### src/rtl/team_gpio_wb_ctrl.sv
// Wishbone-mapped GPIO block: output/enable registers, synchronized inputs,
// per-pin rise/fall edge capture into a W1C status register with a level IRQ.
module team_gpio_wb_ctrl #(
    parameter int          NUM_GPIO  = 38,
    parameter logic [63:0] RSVD_MASK = 64'h1E,
    parameter logic [31:0] BASE_ADDR = 32'h3000_0000
) (
    input  logic                wb_clk_i,
    input  logic                wb_rst_i,
    input  logic                wbs_cyc_i,
    input  logic                wbs_stb_i,
    input  logic                wbs_we_i,
    input  logic [3:0]          wbs_sel_i,
    input  logic [31:0]         wbs_adr_i,
    input  logic [31:0]         wbs_dat_i,
    output logic                wbs_ack_o,
    output logic [31:0]         wbs_dat_o,
    input  logic [NUM_GPIO-1:0] gpio_in,
    output logic [NUM_GPIO-1:0] gpio_out,
    output logic [NUM_GPIO-1:0] gpio_oeb,
    output logic                irq_o
);

    localparam logic [63:0] PIN_MASK  = (NUM_GPIO >= 64) ? {64{1'b1}}
                                                         : ((64'd1 << NUM_GPIO) - 64'd1);
    localparam logic [63:0] LIVE_MASK = PIN_MASK & ~RSVD_MASK;

    localparam logic [4:0] REG_OUT    = 5'd0;
    localparam logic [4:0] REG_OE     = 5'd1;
    localparam logic [4:0] REG_IN     = 5'd2;
    localparam logic [4:0] REG_RISE   = 5'd3;
    localparam logic [4:0] REG_FALL   = 5'd4;
    localparam logic [4:0] REG_STATUS = 5'd5;

    logic [63:0] out_q, out_d, oe_q, oe_d;
    logic [63:0] rise_en_q, rise_en_d, fall_en_q, fall_en_d;
    logic [63:0] status_q, status_d;
    logic [63:0] sync1_q, sync1_d, sync2_q, sync2_d, prev_q, prev_d;
    logic        ack_q, ack_d, irq_q, irq_d;
    logic [31:0] dat_q, dat_d;

    logic [63:0] gpio_in_ext, lane_mask, wdata64, rd_reg, edge_set, w1c_mask;
    logic [31:0] lane32;
    logic [4:0]  reg_idx;
    logic        hit, start, wr, upper;
    logic        unused_adr;

    assign unused_adr = ^wbs_adr_i[1:0];

    function automatic logic [63:0] merge(input logic [63:0] old_val,
                                          input logic [63:0] new_val,
                                          input logic [63:0] mask);
        merge = ((old_val & ~mask) | (new_val & mask)) & LIVE_MASK;
    endfunction

    always_comb begin
        gpio_in_ext = '0;
        gpio_in_ext[NUM_GPIO-1:0] = gpio_in;

        hit     = wbs_cyc_i & wbs_stb_i & (wbs_adr_i[31:8] == BASE_ADDR[31:8]);
        start   = hit & ~ack_q;
        wr      = start & wbs_we_i;
        reg_idx = wbs_adr_i[7:3];
        upper   = wbs_adr_i[2];

        lane32    = {{8{wbs_sel_i[3]}}, {8{wbs_sel_i[2]}}, {8{wbs_sel_i[1]}}, {8{wbs_sel_i[0]}}};
        lane_mask = upper ? {lane32, 32'h0} : {32'h0, lane32};
        wdata64   = {wbs_dat_i, wbs_dat_i};

        case (reg_idx)
            REG_OUT:    rd_reg = out_q;
            REG_OE:     rd_reg = oe_q;
            REG_IN:     rd_reg = sync2_q & LIVE_MASK;
            REG_RISE:   rd_reg = rise_en_q;
            REG_FALL:   rd_reg = fall_en_q;
            REG_STATUS: rd_reg = status_q;
            default:    rd_reg = '0;
        endcase

        out_d     = (wr && reg_idx == REG_OUT)  ? merge(out_q, wdata64, lane_mask)     : out_q;
        oe_d      = (wr && reg_idx == REG_OE)   ? merge(oe_q, wdata64, lane_mask)      : oe_q;
        rise_en_d = (wr && reg_idx == REG_RISE) ? merge(rise_en_q, wdata64, lane_mask) : rise_en_q;
        fall_en_d = (wr && reg_idx == REG_FALL) ? merge(fall_en_q, wdata64, lane_mask) : fall_en_q;

        // An edge landing in the same cycle as a clear keeps the bit set.
        edge_set = ((sync2_q & ~prev_q & rise_en_q) | (~sync2_q & prev_q & fall_en_q)) & LIVE_MASK;
        w1c_mask = (wr && reg_idx == REG_STATUS) ? (wdata64 & lane_mask) : '0;
        status_d = ((status_q & ~w1c_mask) | edge_set) & LIVE_MASK;

        sync1_d = gpio_in_ext & LIVE_MASK;
        sync2_d = sync1_q;
        prev_d  = sync2_q;

        irq_d = |status_q;
        ack_d = start;
        dat_d = start ? (upper ? rd_reg[63:32] : rd_reg[31:0]) : 32'h0;
    end

    always_ff @(posedge wb_clk_i) begin
        if (wb_rst_i) begin
            out_q     <= '0;
            oe_q      <= '0;
            rise_en_q <= '0;
            fall_en_q <= '0;
            status_q  <= '0;
            sync1_q   <= '0;
            sync2_q   <= '0;
            prev_q    <= '0;
            irq_q     <= 1'b0;
            ack_q     <= 1'b0;
            dat_q     <= '0;
        end else begin
            out_q     <= out_d;
            oe_q      <= oe_d;
            rise_en_q <= rise_en_d;
            fall_en_q <= fall_en_d;
            status_q  <= status_d;
            sync1_q   <= sync1_d;
            sync2_q   <= sync2_d;
            prev_q    <= prev_d;
            irq_q     <= irq_d;
            ack_q     <= ack_d;
            dat_q     <= dat_d;
        end
    end

    assign wbs_ack_o = ack_q;
    assign wbs_dat_o = dat_q;
    assign irq_o     = irq_q;
    assign gpio_out  = out_q[NUM_GPIO-1:0];
    assign gpio_oeb  = ~oe_q[NUM_GPIO-1:0];

endmodule

### config.mk
export PLATFORM = sky130hd
export DESIGN_NAME = team_gpio_wb_ctrl
export DESIGN_NICKNAME = d
export VERILOG_FILES = /design/src/rtl/team_gpio_wb_ctrl.sv
export SDC_FILE = /design/constraint.sdc
export NUM_CORES = 1
export LEC_CHECK = 0
export CORE_ASPECT_RATIO = 0.75
export CORE_UTILIZATION = 50
export CTS_CLUSTER_SIZE = 24
export DETAILED_ROUTE_END_ITERATION = 6
export MAX_ROUTING_LAYER = met4
export PLACE_DENSITY_LB_ADDON = 0.05
export SYNTH_ARGS = -nofsm -noshare
export SYNTH_HDL_FRONTEND = slang
export SYNTH_SLANG_ARGS = --single-unit
### constraint.sdc
create_clock -name wb_clk_i -period 2.72 [get_ports wb_clk_i]
set_input_delay 0.544 -clock wb_clk_i [delete_from_list [all_inputs] [get_ports wb_clk_i]]
set_output_delay 0.544 -clock wb_clk_i [all_outputs]
set_load 0.03 [all_outputs]
==> flow_summary.json, run 1 <==
{
  "status": "complete, no violations",
  "drive_above_1_share": 0.113,
  "die-area_mm2": 0.0263,
  "start_util": 0.511,
  "synth_xor_area_frac": 0,
  "path_class": "in2reg",
  "worst_pin_slew_ns": 0.795,
  "hold_slack_ns": 0.324,
  "synth_ff_type": "dfxtp_1",
  "place_congestion": 0.858,
  "pwr-share-clk": 0.444,
  "ys_async_sr_fraction": 0,
  "skew_ns": 0.0158,
  "ios": 221,
  "clkTransAtPathRegs_ns": 0.06,
  "post_cts_resized": 0,
  "grt_max_degree": 141,
  "htreeDepth": 1,
  "antenna_left": 0,
  "slew_headroom": 0.456,
  "total_leakage_power_nw": 6.49,
  "reg2reg_slack_ns": 0.92,
  "grt_pass1_vias": 9812,
  "min_delay_path_depth": 2,
  "arrival_ns": 2.73,
  "p_comb_frac": 0.055,
  "layout_common_cells": "dfxtp_1, clkdlybuf4s50_1, nand2b_1",
  "routed_wirelength_mm": 35.8,
  "rsz0062_at_grt": "no",
  "fin_total_pwr_w": 0.00914,
  "die_x_um": 187,
  "placementRows": 50,
  "ir_drop_uv": 514,
  "setup_viol": 0,
  "netlist.area_leader.share": 0.477,
  "hold_viol_final": 0,
  "grt-ovfl-total": 0,
  "intPower_w": 0.00710,
  "post-cts-setup-buffers": 0,
  "synth_simple_gate_area_frac": 0.245,
  "ctsRootBufferMaster": "clkbuf_16",
  "reg2regPathDepth": 7,
  "topRoutingLayerUsed": "met4",
  "r2r-start": "wbs_ack_o",
  "fin_crit_sh": 0.826,
  "fin_nets": 1606,
  "dp.cells": 1801,
  "ys_ff_latch": 306,
  "postSynthAreaPerCell_um2": 10.2,
  "synth_top_family_by_area": "simple AND/OR/NAND/NOR gates",
  "placedInstanceArea_mm2": 0.0159,
  "wl_met3_mm": 2.40,
  "clk_path_buf_depth": 3,
  "cp_data_required_time_ns": 3.21,
  "p_sw_w": 0.00204,
  "cp-start-kind": "input port",
  "clk_latency_ns": 0.56,
  "synth_edf_count": 0,
  "dr.pass1.iters": 5,
  "min-delay-start": "wb_rst_i",
  "switching_share": 0.223,
  "first_iter_violations": 860,
  "synth.largest_area_cell": "dfxtp_1",
  "utilization": 0.670,
  "synth-compound-area-share": 0.114,
  "wl_per_cell_um": 19.3,
  "mostFrequentLayoutCell": "dfxtp_1",
  "cts.sinks": 306,
  "end_kind": "register",
  "stdcell_area_mm2": 0.0168,
  "seq_power_share": 0.501,
  "n_antenna_cell": 0,
  "hold_buffers": 0,
  "yosys-top-cells-area": "dfxtp_1, mux2i_1, nand2b_1, nor2b_1, nand3b_1",
  "drc": 0,
  "slew_violations": 0,
  "yosysWarnings": 0,
  "seq_area_frac_synth": 0.477,
  "wl_met2_mm": 15.7,
  "pwr_density_cell_mw_per_mm2": 543,
  "min_period_ns": 2.25,
  "die_h_um": 141,
  "ys_types": 47,
  "vias": 10300,
  "holdPathEnd": "prev_q[6]",
  "syn2layout_area_growth_pct": 31.1,
  "hpwlAfterDp_mm": 24.7,
  "synthMuxAreaShare": 0.106,
  "syn_area_mm2": 0.0128,
  "core-area_mm2": 0.0251,
  "cts_buffers": 30,
  "path_max_fanout": 8,
  "synthAdderAreaFrac": 0,
  "synthCells": 1253,
  "fin_cells": 1855,
  "grt_pass1_wl_mm": 56.1,
  "port_buffers": 206,
  "tritoncts": "done",
  "viasPerCell": 5.56,
  "fmaxAchievable_ghz": 0.445,
  "met1_length_mm": 17.2,
  "min-delay-path-class": "in2reg",
  "antenna_found_initial": 0,
  "grt_usage": 0.277,
  "drv_cap": 0
}
[cell type report]
cell class,count,area [um2]
clock buffers,43,860
clock inverters,11,103
fillers,2013,8270
inverters,69,259
multi-input cells,791,6030
flip-flops and latches,306,6130
well taps,338,423
repair buffers,297,3020
[through the flow]
| stage | TNS [ns] | setup WS [ns] |
|---|---|---|
| 2_1_floorplan | 0 | 0.513 |
| 3_3_place_gp | -0.503 | -0.0426 |
| 3_5_place_dp | -2.64 | -0.111 |
| 4_1_cts | 0 | 0.462 |
| 5_1_grt | 0 | 0.390 |
| 6_report | 0 | 0.474 |
[worst max-delay path by stage]
stage / slack, ns / startpoint / depth (start not counted) / to
3_3_place_gp: -0.04 / wbs_adr_i[23] / 8 / register
2_1_floorplan: 0.51 / wbs_adr_i[23] / 6 / register
5_1_grt: 0.39 / wbs_adr_i[23] / 8 / wbs_dat_o[18]
6_report: 0.47 / wbs_adr_i[23] / 8 / register
3_5_place_dp: -0.11 / wbs_adr_i[23] / 8 / register
4_1_cts: 0.46 / wbs_adr_i[23] / 8 / register
[critical path, stage by stage]
cell             delay [ns]
clkdlybuf4s50_1        0.39
or4_1                  0.51
buf_4                  0.20
nor4_4                 0.35
buf_12                 0.18
and3_1                 0.21
buf_12                 0.15
mux2i_1                0.20
[cell families (layout without fill, tap and decap cells)]
group	after synthesis	after routing
AND/OR/NAND/NOR	454	454
flip-flops	306	306
AO/OA/AOI/OAI	193	193
buffers and inverters	162	420
multiplexers	136	136
other	2	8
[metal layers]
metal	global-route usage	vias up
li1	-	4901
met1	0.393	4991
met2	0.416	380
met3	0.0428	46
met4	0.0565	0
met5	-	-
[power groups by stage]
stage               registers, W  logic, W  clock network, W
floorplan                0.00466  0.000240                 0
global placement         0.00467  0.000495                 0
detailed placement       0.00467  0.000497                 0
CTS                      0.00457  0.000500           0.00412
global route             0.00458  0.000533           0.00431
finish                   0.00457  0.000501           0.00406
[Yosys cell counts, drive strengths merged, types with 17 or more instances]
cell type	n
dfxtp	306
clkbuf	52
nand3b	78
a31oi	54
inv	69
and3	32
nor2b	103
a41o	34
a22oi	70
nor4	17
mux2i	136
nand2b	168
nand3	20
buf	41
No activity file was read; power rests on OpenSTA's default activity.
==> inputs of run 2 (changes only) <==
- clock period: 2.72 -> 2.3 ns (I/O delays scaled with it)
==> flow_summary.json, run 2 (synthesis results as in run 1) <==
{
  "utilization": 0.689,
  "place_congestion": 0.868,
  "antenna_found_initial": 0,
  "n_antenna_cell": 0,
  "hold_viol_final": 0,
  "port_buffers": 206,
  "htreeDepth": 1,
  "r2r-start": "status_q[13]",
  "worst_slack_ns": 0.175,
  "pwr_density_cell_mw_per_mm2": 672,
  "min-delay-path-class": "in2reg",
  "grt_max_degree": 115,
  "ir_drop_uv": 612,
  "setup_viol": 0,
  "cts_buffers": 30,
  "ios": 221,
  "start_util": 0.511,
  "die_h_um": 141,
  "cp_data_required_time_ns": 2.78,
  "total_leakage_power_nw": 6.73,
  "die-area_mm2": 0.0263,
  "stdcell_area_mm2": 0.0173,
  "layout_common_cells": "dfxtp_1, clkdlybuf4s50_1, nand2b_1",
  "grt-ovfl-total": 0,
  "path_class": "in2reg",
  "min_period_ns": 2.12,
  "syn2layout_area_growth_pct": 34.6,
  "vias": 10500,
  "antenna_left": 0,
  "viasPerCell": 5.57,
  "hpwlAfterDp_mm": 25.4,
  "cp-start-kind": "input port",
  "wl_per_cell_um": 19.3,
  "fin_nets": 1630,
  "arrival_ns": 2.61,
  "clk_latency_ns": 0.56,
  "first_iter_violations": 833,
  "regToRegEndpoint": "irq_o",
  "dr.pass1.iters": 5,
  "grt_pass1_wl_mm": 57.2,
  "clkTransAtPathRegs_ns": 0.06,
  "reg2regPathDepth": 4,
  "placedInstanceArea_mm2": 0.0161,
  "fin_cells": 1881,
  "mostFrequentLayoutCell": "dfxtp_1",
  "core-area_mm2": 0.0251,
  "slew_violations": 0,
  "grt_usage": 0.282,
  "tritoncts": "done",
  "reg2reg_slack_ns": 0.65,
  "slew_headroom": 0.549,
  "holdPathEnd": "prev_d[5]",
  "fmaxAchievable_ghz": 0.471,
  "pre_cts_ws_ns": -0.400,
  "post-cts-setup-buffers": 0,
  "path_max_fanout": 6,
  "drv_cap": 0,
  "fin_crit_sh": 0.924,
  "drive_above_1_share": 0.132,
  "cts.sinks": 306,
  "grt_pass1_vias": 10000,
  "placementRows": 50,
  "ctsRootBufferMaster": "clkbuf_16",
  "status": "complete, no violations",
  "post_cts_resized": 0,
  "min-delay-start": "wb_rst_i",
  "rsz0062_at_grt": "no",
  "end_kind": "register",
  "dp.cells": 1825,
  "clk_path_buf_depth": 3,
  "worst_pin_slew_ns": 0.659,
  "skew_ns": 0.0136,
  "hold_slack_ns": 0.208,
  "routed_wirelength_mm": 36.3,
  "drc": 0,
  "hold_buffers": 0,
  "min_delay_path_depth": 2,
  "die_x_um": 187
}
==> run 2: cell types whose count changed in the layout (fill, tap and decap cells not counted), sizes merged <==
cell	change
buf	+24
bufinv	+6
clkbuf	-4
clkinv	-2
clkinvlp	+2
==> run 2: final cells by class <==
class	instances	area, um2
clock buffers	39	865
clock inverters	17	288
well taps	338	423
multi-input cells	791	6030
fillers	1936	7810
flip-flops and latches	306	6130
repair buffers	321	3290
inverters	69	259
==> run 2: how the worst max path moves through the flow <==
stage	startpoint	end	slack, ns
2_1_floorplan	wbs_adr_i[23]	register	0.18
3_3_place_gp	wbs_adr_i[23]	register	-0.40
3_5_place_dp	wbs_adr_i[23]	register	-0.40
4_1_cts	register	gpio_oeb[23]	0.16
5_1_grt	wbs_adr_i[23]	register	0.06
6_report	wbs_adr_i[23]	register	0.18
==> run 2: stage by stage <==
stage          power [W]  setup TNS [ns]
2_1_floorplan    0.00579               0
3_3_place_gp     0.00613          -61.55
3_5_place_dp     0.00613          -57.98
4_1_cts           0.0117               0
5_1_grt           0.0120               0
6_report          0.0116               0
==> run 2: report_power, final <==
group | total (W) | internal, W | switching, W
clock network | 0.00559 | 0.00344 | 0.00214
registers | 0.00541 | 0.00537 | 0.0000400
logic | 0.000616 | 0.000329 | 0.000287
==> run 2: critical path, stage by stage <==
cell	delay, ns
clkdlybuf4s50_1	0.39
or4_1	0.52
buf_4	0.19
nor4_4	0.27
buf_4	0.20
and3_1	0.24
buf_12	0.15
mux2i_1	0.18
==> run 2: layer usage <==
metal	GRT usage	up-vias	wire, um
li1	-	4970	-
met1	0.403	5044	17300
met2	0.421	411	16000
met3	0.0401	52	2390
met4	0.0626	0	638
met5	-	-	0
==> inputs of run 3 (changes only) <==
- clock period: 2.3 -> 2.2 ns (I/O delays scaled with it)
==> flow_summary.json, run 3 (synthesis results as in run 1) <==
{
  "antenna_left": 0,
  "clkTransAtPathRegs_ns": 0.07,
  "worst_slack_ns": 0.0316,
  "setup_viol": 0,
  "slew_violations": 0,
  "nFillCells": 1981,
  "hold_buffers": 0,
  "routed_wirelength_mm": 36.5,
  "rsz0062_at_grt": "no",
  "antenna_found_initial": 0,
  "place_congestion": 0.906,
  "pwr_density_cell_mw_per_mm2": 681,
  "post-cts-setup-buffers": 0,
  "ir_drop_uv": 584,
  "die_x_um": 187,
  "fin_nets": 1630,
  "reg2reg_slack_ns": 0.47,
  "cp-start-kind": "input port",
  "tritoncts": "done",
  "endpoint": "wbs_dat_o[5]",
  "placementRows": 50,
  "n_antenna_cell": 0,
  "crit_buf_inv": 4,
  "worstSetupStartpoint": "wbs_adr_i[7]",
  "clk_latency_ns": 0.56,
  "start_util": 0.511,
  "max_stage_delay_ns": 0.54,
  "die_h_um": 141,
  "clk_path_buf_depth": 3,
  "ctsRootBufferMaster": "clkbuf_16",
  "cts.sinks": 306,
  "arrival_ns": 2.58,
  "mostFrequentLayoutCell": "dfxtp_1",
  "path_max_fanout": 18,
  "min-delay-path-class": "in2reg",
  "pre_cts_ws_ns": -0.590,
  "critPathTopFamily": "buffers and inverters",
  "switching_share": 0.223,
  "core-area_mm2": 0.0251,
  "grt-ovfl-total": 0,
  "port_buffers": 206,
  "fmaxAchievable_ghz": 0.461,
  "slew_headroom": 0.613,
  "r2r-start": "wbs_ack_o",
  "worstSetupPathDepth": 8,
  "drv_cap": 0,
  "fin_crit_sh": 0.986,
  "end_kind": "register",
  "first_iter_violations": 936,
  "grt_pass1_vias": 10200,
  "worst_pin_slew_ns": 0.566,
  "ios": 221,
  "path_class": "in2reg",
  "die-area_mm2": 0.0263,
  "grt_pass1_wl_mm": 57.4,
  "viasPerCell": 5.58,
  "syn2layout_area_growth_pct": 33.1,
  "seq_power_share": 0.487,
  "grt_usage": 0.282,
  "min_period_ns": 2.17,
  "dp.cells": 1825,
  "cts_buffers": 30,
  "drc": 0,
  "wl_per_cell_um": 19.4,
  "intPower_w": 0.00903,
  "vias": 10500,
  "fin_total_pwr_w": 0.0116,
  "layout_common_cells": "dfxtp_1, clkdlybuf4s50_1, nand2b_1",
  "grt_max_degree": 150,
  "status": "complete, no violations",
  "path_cells": "clkdlybuf4s50_1, buf_4, nor4b_1, buf_4, buf_4, a32o_1, a2111oi_1, o22ai_1",
  "pwr-share-clk": 0.458,
  "htreeDepth": 1,
  "p_comb_frac": 0.055,
  "p_sw_w": 0.00259,
  "total_leakage_power_nw": 6.65,
  "critPathMostFrequentCell": "buf_4",
  "hpwlAfterDp_mm": 25.7,
  "dr.pass1.iters": 5,
  "hold_viol_final": 0,
  "regToRegEndpoint": "wbs_dat_o[29]",
  "fin_cells": 1881,
  "critPathSlowestCell": "a2111oi_1",
  "skew_ns": 0.00628,
  "cp_data_required_time_ns": 2.61,
  "drive_above_1_share": 0.131,
  "reg2regPathDepth": 6
}
run 3: through the flow:
stage               utilization  hold slack (ns)  instance area [um2]  setup TNS, ns
floorplan                     -            0.414                12900              0
global placement          0.639            0.417                16000         -74.66
detailed placement        0.639            0.421                16000         -84.49
CTS                       0.680            0.359                17100              0
global route              0.681            0.384                17100              0
finish                    0.681            0.383                17100              0
run 3: layout make-up:
class	count	area (um2)	area share
sequential	306	6130	0.359
multi-input combinational	791	6030	0.353
timing repair buffer	321	3200	0.188
clock buffer	35	790	0.0462
tap	338	423	0.0248
inverter	69	259	0.0152
clock inverter	21	244	0.0143
run 3: tightest hold or removal path: stages:
cell and delay, ns:
buf_6 0.13, buf_4 0.21, nor2b_1 0.11
run 3: worst min path at each step:
stage | cells after the start | from | endpoint
5_1_grt | 3 | wb_rst_i | prev_d[7]
2_1_floorplan | 1 | sync1_q[0] | prev_d[0]
6_report | 3 | wb_rst_i | prev_d[5]
3_3_place_gp | 1 | sync1_q[26] | prev_d[26]
4_1_cts | 3 | wb_rst_i | prev_d[5]
3_5_place_dp | 1 | sync1_q[25] | prev_d[25]
run 3: power groups by stage:
stage / registers (W) / clock network [W] / logic [W]
2_1_floorplan: 0.00576 / 0 / 0.000297
3_3_place_gp: 0.00578 / 0 / 0.000631
3_5_place_dp: 0.00578 / 0 / 0.000633
4_1_cts: 0.00565 / 0.00541 / 0.000636
5_1_grt: 0.00566 / 0.00565 / 0.000679
6_report: 0.00566 / 0.00532 / 0.000640
run 3: routing by layer:
metal	up-vias	global-route usage	routed length, um
li1	4961	-	-
met1	5013	0.397	17400
met2	447	0.411	15500
met3	78	0.0473	2590
met4	0	0.0876	962
met5	-	-	0
run 3: what timing repair did:
action / in CTS / in global routing
hold endpoints to repair: 0 / 0
gates resized for setup: 1 / 2
gates cloned: 0 / 0
setup endpoints to repair: 1 / 35
